==> config.mk <==
export PLATFORM = sky130hd
export DESIGN_NAME = hazard_ctrl_unit
export DESIGN_NICKNAME = d
export VERILOG_FILES = /design/src/rtl/riscv_pkg.sv /design/src/rtl/hazard_ctrl_unit_hazard_detect.sv /design/src/rtl/hazard_ctrl_unit.sv
export SDC_FILE = /design/constraint.sdc
export NUM_CORES = 1
export LEC_CHECK = 0
export BUFFER_PORTS_ARGS = -buffer_cell sky130_fd_sc_hd__buf_2
export CORE_ASPECT_RATIO = 1.2
export CORE_MARGIN = 2
export CORE_UTILIZATION = 35
export DETAILED_ROUTE_END_ITERATION = 10
export PLACE_DENSITY = 0.67
export REMOVE_ABC_BUFFERS = 1
export SYNTH_ARGS = -nofsm -noshare
export SYNTH_HDL_FRONTEND = slang
export SYNTH_SLANG_ARGS = --single-unit
==> constraint.sdc <==
create_clock -name clk -period 5.2 [get_ports clk]
set_input_delay 1.04 -clock clk [delete_from_list [all_inputs] [get_ports clk]]
set_output_delay 1.04 -clock clk [all_outputs]
set_load 0.03 [all_outputs]
==> src/rtl/riscv_pkg.sv <==
// riscv_pkg: opcode constants, NOP encoding and sequencer FSM states shared by the core
package riscv_pkg;
  localparam logic [6:0] OP_R     = 7'b0110011;
  localparam logic [6:0] OP_I     = 7'b0010011;
  localparam logic [6:0] OP_LOAD  = 7'b0000011;
  localparam logic [6:0] OP_S     = 7'b0100011;
  localparam logic [6:0] OP_B     = 7'b1100011;
  localparam logic [6:0] OP_JAL   = 7'b1101111;
  localparam logic [6:0] OP_JALR  = 7'b1100111;
  localparam logic [6:0] OP_LUI   = 7'b0110111;
  localparam logic [6:0] OP_AUIPC = 7'b0010111;
  localparam logic [31:0] NOP_INSTR = 32'h00000013;
  typedef enum logic {RUN, MEM_WAIT} state_t;
endpackage

==> src/rtl/hazard_ctrl_unit_hazard_detect.sv <==
// hazard_detect: load-use compare between the load in EX and the source registers read in ID
module hazard_detect
  import riscv_pkg::*;
(
  input  logic       MemRead_EX,
  input  logic [4:0] RD_EX,
  input  logic [4:0] RS1_ID,
  input  logic [4:0] RS2_ID,
  input  logic [6:0] OPCODE_ID,
  output logic       load_use
);
  logic uses_rs1, uses_rs2;
  // only a real source field may match; x0 is never a dependency
  always_comb begin
    uses_rs1 = !(OPCODE_ID inside {OP_LUI, OP_AUIPC, OP_JAL});
    uses_rs2 = OPCODE_ID inside {OP_R, OP_S, OP_B};
    load_use = MemRead_EX && (RD_EX != 5'd0) &&
               ((uses_rs1 && RD_EX == RS1_ID) || (uses_rs2 && RD_EX == RS2_ID));
  end
endmodule

==> src/rtl/hazard_ctrl_unit.sv <==
// hazard_ctrl_unit: pipeline sequencer producing stage enables, flushes, bubbles and stall statistics
module hazard_ctrl_unit
  import riscv_pkg::*;
#(
  parameter int CNT_W    = 16,
  parameter int MAX_WAIT = 15
) (
  input  logic             clk,
  input  logic             reset,
  input  logic             MemRead_EX,
  input  logic [4:0]       RD_EX,
  input  logic [4:0]       RS1_ID,
  input  logic [4:0]       RS2_ID,
  input  logic [6:0]       OPCODE_ID,
  input  logic             PCSrc_EX,
  input  logic             mem_busy,
  output logic             PC_write,
  output logic             IF_ID_write,
  output logic             IF_ID_flush,
  output logic             ID_EX_bubble,
  output logic             pipe_hold,
  output logic             mem_timeout,
  output logic [CNT_W-1:0] stall_cnt,
  output logic [CNT_W-1:0] flush_cnt
);
  localparam int WW = $clog2(MAX_WAIT + 1);
  state_t state, state_nxt;
  logic [WW-1:0] wait_cnt, wait_nxt;
  logic load_use, br, lu, stall;
  hazard_detect u_hd (
    .MemRead_EX(MemRead_EX),
    .RD_EX     (RD_EX),
    .RS1_ID    (RS1_ID),
    .RS2_ID    (RS2_ID),
    .OPCODE_ID (OPCODE_ID),
    .load_use  (load_use)
  );
  // priority mux mem_busy > branch > load-use > normal; reset forces a bubble with everything frozen
  always_comb begin
    br           = PCSrc_EX && !mem_busy;
    lu           = load_use && !mem_busy && !PCSrc_EX;
    stall        = mem_busy || lu;
    state_nxt    = mem_busy ? MEM_WAIT : RUN;
    wait_nxt     = !mem_busy ? '0 :
                   state == RUN ? WW'(1) :
                   wait_cnt == WW'(MAX_WAIT) ? wait_cnt : wait_cnt + WW'(1);
    PC_write     = reset && !stall;
    IF_ID_write  = reset && !stall;
    IF_ID_flush  = reset && br;
    ID_EX_bubble = !reset || br || lu;
    pipe_hold    = reset && mem_busy;
  end
  // state, wait length, sticky timeout and saturating perf counters
  always_ff @(posedge clk or negedge reset) begin
    if (!reset) begin
      state       <= RUN;
      wait_cnt    <= '0;
      mem_timeout <= 1'b0;
      stall_cnt   <= '0;
      flush_cnt   <= '0;
    end else begin
      state       <= state_nxt;
      wait_cnt    <= wait_nxt;
      mem_timeout <= mem_timeout || (wait_nxt == WW'(MAX_WAIT));
      stall_cnt   <= stall_cnt + CNT_W'(stall && !(&stall_cnt));
      flush_cnt   <= flush_cnt + CNT_W'(br && !(&flush_cnt));
    end
  end
endmodule

==> Yosys cells after proc, flatten, opt, wreduce, memory -nomap -nowiden <==
Cells that the tools add are included.
Widths: inputs -> output; s select.
{ "word_totals": {"register_bits": 38, "inputBits": 27, "out_inout_bits": 38, "elab_cells": 51} }
{ "op_classes": {"n_addsub": 3, "eq_ne": 10, "muxes": 4, "reduce_logical": 29} }
{ "ops": {"columns": ["op", "n"], "rows": [
  ["$add 16x1->16", 2],
  ["$reduce_and 16->1", 2],
  ["$eq 7x6->1 const B", 3],
  ["$eq 7x7->1 const B", 2],
  ["$logic_and 1x1->1", 12],
  ["$mux 4", 3],
  ["$eq 5x5->1", 2],
  ["$eq 4x4->1 const B", 2],
  ["$eq 7x5->1 const B", 1],
  ["$logic_not 1->1", 7],
  ["$reduce_bool 3->1", 2],
  ["$logic_or 1x1->1", 5],
  ["$reduce_bool 5->1", 1],
  ["$add 4x1->4 const B", 1],
  ["$mux 1", 1]
]} }

==> Depth between registers and ports, before layout <==
{ "logic_depth": {"word_depth": 11, "depth_mapped": 9} }

==> By module <==
From an unflattened synthesis, not the netlist that was laid out.
{ "hier_totals": {"hier_cells": 180, "area_unflattened_um2": 1926.8} }
{ "modules_own_cells": {"columns": ["mod", "instances", "cells_each", "area_each_um2"], "rows": [
  ["hazard_ctrl_unit", 1, 157, 1756.7],
  ["hazard_detect", 1, 23, 170.2]
]} }

==> Worst setup path before layout <==
OpenSTA, ideal clock, no wires.
{ "synth_timing": {"kind": "input port to output port", "from": "input port RD_EX[0]", "to": "output port PC_write", "t_arrival_ns": 3.240, "slack_ns": 0.920, "path_stages": 5, "cell_sequence": "or4_4 > o211ai_2 > and4b_1 > nor4_1 > buf_4"} }
{ "synth_between": {"elab_chain_len": 9, "word_cells_on_any_way": 13} }
{ "synth_lines": {"columns": ["item", "line_no", "source"], "rows": [
  ["start: declaration", "hazard_ctrl_unit.sv:11", "input logic [4:0] RD_EX,"],
  ["$eq 5x5->1", "hazard_ctrl_unit_hazard_detect.sv:18", "((uses_rs1 && RD_EX == RS1_ID) || (uses_rs2 && RD_EX == RS2_ID));"],
  ["$logic_and 1x1->1", "hazard_ctrl_unit_hazard_detect.sv:18", null],
  ["$logic_or 1x1->1", "hazard_ctrl_unit_hazard_detect.sv:18", null],
  ["$logic_and 1x1->1 (*)", "hazard_ctrl_unit_hazard_detect.sv:17", "load_use = MemRead_EX && (RD_EX != 5'd0) &&"],
  ["$logic_and 1x1->1 (*) (2 in series)", "hazard_ctrl_unit.sv:41", "lu = load_use && !mem_busy && !PCSrc_EX;"],
  ["$logic_or 1x1->1 (*)", "hazard_ctrl_unit.sv:42", "stall = mem_busy || lu;"],
  ["$logic_not 1->1 (*)", null, null],
  ["$logic_and 1x1->1 (*)", null, null],
  ["end: declaration", "hazard_ctrl_unit.sv:17", "output logic PC_write,"]
]} }
Every way passes the cells marked *; elsewhere a longest branch is shown, timed or not.

==> Worst setup path after layout <==
{ "layout_timing": {"from": "input port RD_EX[0]", "to": "output port PC_write"} }
{ "layout_between": {"elab_chain_len": 9, "word_cells_on_any_way": 13} }
{ "layout_lines": {"columns": ["item", "line_no", "source"], "rows": [
  ["$eq 5x5->1", "hazard_ctrl_unit_hazard_detect.sv:18", null],
  ["$logic_and 1x1->1", "hazard_ctrl_unit_hazard_detect.sv:18", null],
  ["$logic_or 1x1->1", "hazard_ctrl_unit_hazard_detect.sv:18", null],
  ["$logic_and 1x1->1 (*)", "hazard_ctrl_unit_hazard_detect.sv:17", null],
  ["$logic_and 1x1->1 (*) (2 in series)", "hazard_ctrl_unit.sv:41", null],
  ["$logic_or 1x1->1 (*)", "hazard_ctrl_unit.sv:42", null],
  ["$logic_not 1->1 (*)", "hazard_ctrl_unit.sv:47", "PC_write = reset && !stall;"],
  ["$logic_and 1x1->1 (*)", "hazard_ctrl_unit.sv:47", null]
]} }
Marks and branches as above.

==> flow_summary_export.csv <==
group,metric,value,unit
grt,antenna_found_initial,0,
floorplanning,io_pins,65,
sta,worstMarginPinSlew,0.485,ns
placement,io_buffers,64,
grt,grt_pass1_wl,6.89,mm
worst_setup_path,crit_top_cell,"buf_2",
cts,path_clk_slew,0.08,ns
synthesis,netlist_area,0.00189,mm2
power,powerDensity,387,mW/mm2
cts,cts_tree,"done",
sta,drv_slew,0,
cts,htree_levels,2,
sta,fin_setup_tns,0,ns
worst_setup_path,crit_buf_inv,2,
grt,first_global_vias,1474,
floorplanning,dieHeight,84.5,um
cts,cts_sinks,38,
power,p_leak,1.26,nW
detailed_routing,dr_total_vias,1539,
placement,gp_congestion,0.865,
final_layout,mostFrequentLayoutCell,"buf_2",
detailed_routing,finalWirelength,4.09,mm
final_layout,layout.nets,278,
floorplanning,start_util,35.9,%
synthesis,syn_avg_cell_area,10.9,um2
synthesis,netlist_instances,174,
final_layout,final_cell_mix,"64 x buf_2, 38 x dfrtp_1, 21 x xnor2_1",
power,ir_drop,0.232,mV
placement,hpwl,3.17,mm
cts,cts-root-buf,"clkbuf_8",
synthesis,ys_seq_elements,38,
sta,maxClockFrequency,274,MHz
worst_setup_path,critPathTopFamily,"simple AND/OR/NAND/NOR gates",
worst_setup_path,critPathRequiredTime,4.16,ns
detailed_routing,drc,0,
worst_setup_path,path_max_fanout,3,
grt,grt-ovfl-total,0,
worst_setup_path,cp-end-kind,"output port",
detailed_routing,drt_pass1_iterations,4,
final_layout,drive_gt1_share,30.9,%
sta,finalCritPeriodShare,70.1,%
final_layout,stdcell_count,308,
grt,grt_max_degree,40,
cts,cts_resized,0,
sta,fin_skew,0.00817,ns
cts,clockBufferDepth,2,
floorplanning,core_area,0.00526,mm2
worst_setup_path,arrival,2.61,ns
flow_run,drv_cap,0,
cts,cts_setup_buffers,0,
detailed_routing,drt_iter0_drc,57,
detailed_routing,viasPerCell,5.00,
synthesis,ys_types,28,
final_layout,antenna_cells,0,
worst_setup_path,cpPeakStageDelay,0.53,ns
sta,finalHoldViolations,0,
sta,finalCriticalPeriod,3.65,ns
worst_setup_path,crit_type,"primary input to output port",
sta,finalSetupViolCount,0,
run_status,status,"finished, final reports clean",
grt,grt.total_usage,14.5,%
cts,cts_buffers,5,
cts,cts_hold_buf,0,
placement,placed_cell_area,0.00229,mm2
worst_setup_path,crit_slowest_cell,"or4_4",
floorplanning,die_x,71.0,um
final_layout,post-route-cell-area,0.00243,mm2
placement,dp.cells,300,
sta,slew_headroom,67.7,%
synthesis,ys_seq_area_share,50.4,%
worst_setup_path,path_cells,"buf_2 > or4_4 > o211ai_2 > and4b_1 > nor4_1 > buf_2",
floorplanning,std_cell_rows,29,
detailed_routing,avgRoutedWirePerCell,13.3,um
sta,rsz0062_at_grt,"false",
floorplanning,die_area,0.00600,mm2
cts,insertion_delay,0.29,ns
synthesis,ys_warn_count,0,
worst_hold_path,hold_path_class,"flip-flop to flip-flop",
worst_setup_path,worst_setup_path_start_kind,"primary input",
final_layout,area_growth,28.6,%
detailed_routing,ant_nets,0,
worst_setup_path,r2r_slack,2.82,ns
synthesized netlist by cell type:
cell | count | area [um2]
nand2b_1 | 1 | 6.26
dfrtp_1 | 38 | 951
a32o_1 | 1 | 10.0
xnor2_1 | 21 | 184
or4_4 | 1 | 11.3
o21a_1 | 1 | 7.51
nand2_1 | 12 | 45.0
o311a_1 | 1 | 10.0
o211ai_2 | 1 | 12.5
nand4_1 | 9 | 56.3
mux2i_1 | 2 | 20.0
o2111ai_1 | 1 | 8.76
and2_0 | 1 | 6.26
a21oi_1 | 2 | 10.0
nand3_1 | 15 | 75.1
ha_1 | 6 | 75.1
inv_1 | 3 | 11.3
buf_4 | 1 | 7.51
a2111o_1 | 1 | 11.3
and4b_1 | 1 | 10.0
a31o_2 | 1 | 8.76
nor2_1 | 15 | 56.3
nor3_1 | 6 | 30.0
and4_1 | 4 | 35.0
nor4_1 | 3 | 18.8
xor2_1 | 18 | 158
nor3b_1 | 2 | 15.0
and3_1 | 6 | 37.5
through the flow:
step	hold WS (ns)	power, mW	setup WS, ns	util, %
3_5_place_dp	0.457	0.640	1.56	43.4
3_3_place_gp	0.459	0.637	1.56	43.4
4_1_cts	0.475	0.952	1.56	46.2
5_1_grt	0.500	0.990	1.47	46.2
6_report	0.478	0.940	1.55	46.2
2_1_floorplan	0.438	0.547	0.489	-
worst paths after layout:
check | from | to | cells past startpoint
min in group asynchronous | reset | stall_cnt[11] | 2
setup reg to reg | stall_cnt[2] | stall_cnt[12] | 9
setup / recovery | RD_EX[0] | PC_write | 6
hold / removal | mem_timeout | mem_timeout | 1
hold reg to reg | mem_timeout | mem_timeout | 1
max in group asynchronous | reset | flush_cnt[7] | 2
layout make-up:
cell class | instances | area [um2]
multi-input combinational | 132 | 918
fill | 498 | 2830
clock buffer | 6 | 82.6
timing repair buffer | 65 | 328
inverter | 3 | 11.3
tap | 62 | 77.6
sequential | 38 | 951
clock inverter | 2 | 60.1
routing by layer:
metal | track usage (%) | share of wire (%) | vias to the layer above
met2 | 22.6 | 47 | 46
met4 | 6.17 | 2.0 | 0
met5 | 0 | 0 | -
met1 | 19.2 | 45 | 727
met3 | 3.84 | 6.3 | 6
li1 | - | - | 760
worst register-to-register path, stage by stage, from the launching register on:
cell and delay (ns):
dfrtp_1 0.44, and4_1 0.28, and4_1 0.25, a32o_1 0.22
a21oi_1 0.15, ha_1 0.28, ha_1 0.29, nand4_1 0.12
nor2_1 0.13, xor2_1 0.15
flip-flops by register name, summed over array words and instances (netlist names):
signal	cells
wait_cnt	4
state	1
mem_timeout	1
stall_cnt	16
flush_cnt	16
logic make-up (layout without fill, tap and decap cells):
| kind of cell | after synthesis | in the layout | synth area share [%] |
|---|---|---|---|
| multiplexers | 2 | 2 | 1.06 |
| buffers and inverters | 4 | 76 | 0.994 |
| flip-flops | 38 | 38 | 50.4 |
| AO/OA/AOI/OAI | 9 | 9 | 4.18 |
| AND/OR/NAND/NOR | 76 | 76 | 21.3 |
| XOR/XNOR | 39 | 39 | 18.1 |
| adder cells (fa/ha/maj) | 6 | 6 | 3.98 |
power by group:
group | switching (mW) | internal, mW
Combinational | 0.157 | 0.0762
Clock | 0.104 | 0.205
Sequential | 0.0572 | 0.341
Total | 0.318 | 0.622
(Power assumes the default switching activity.)
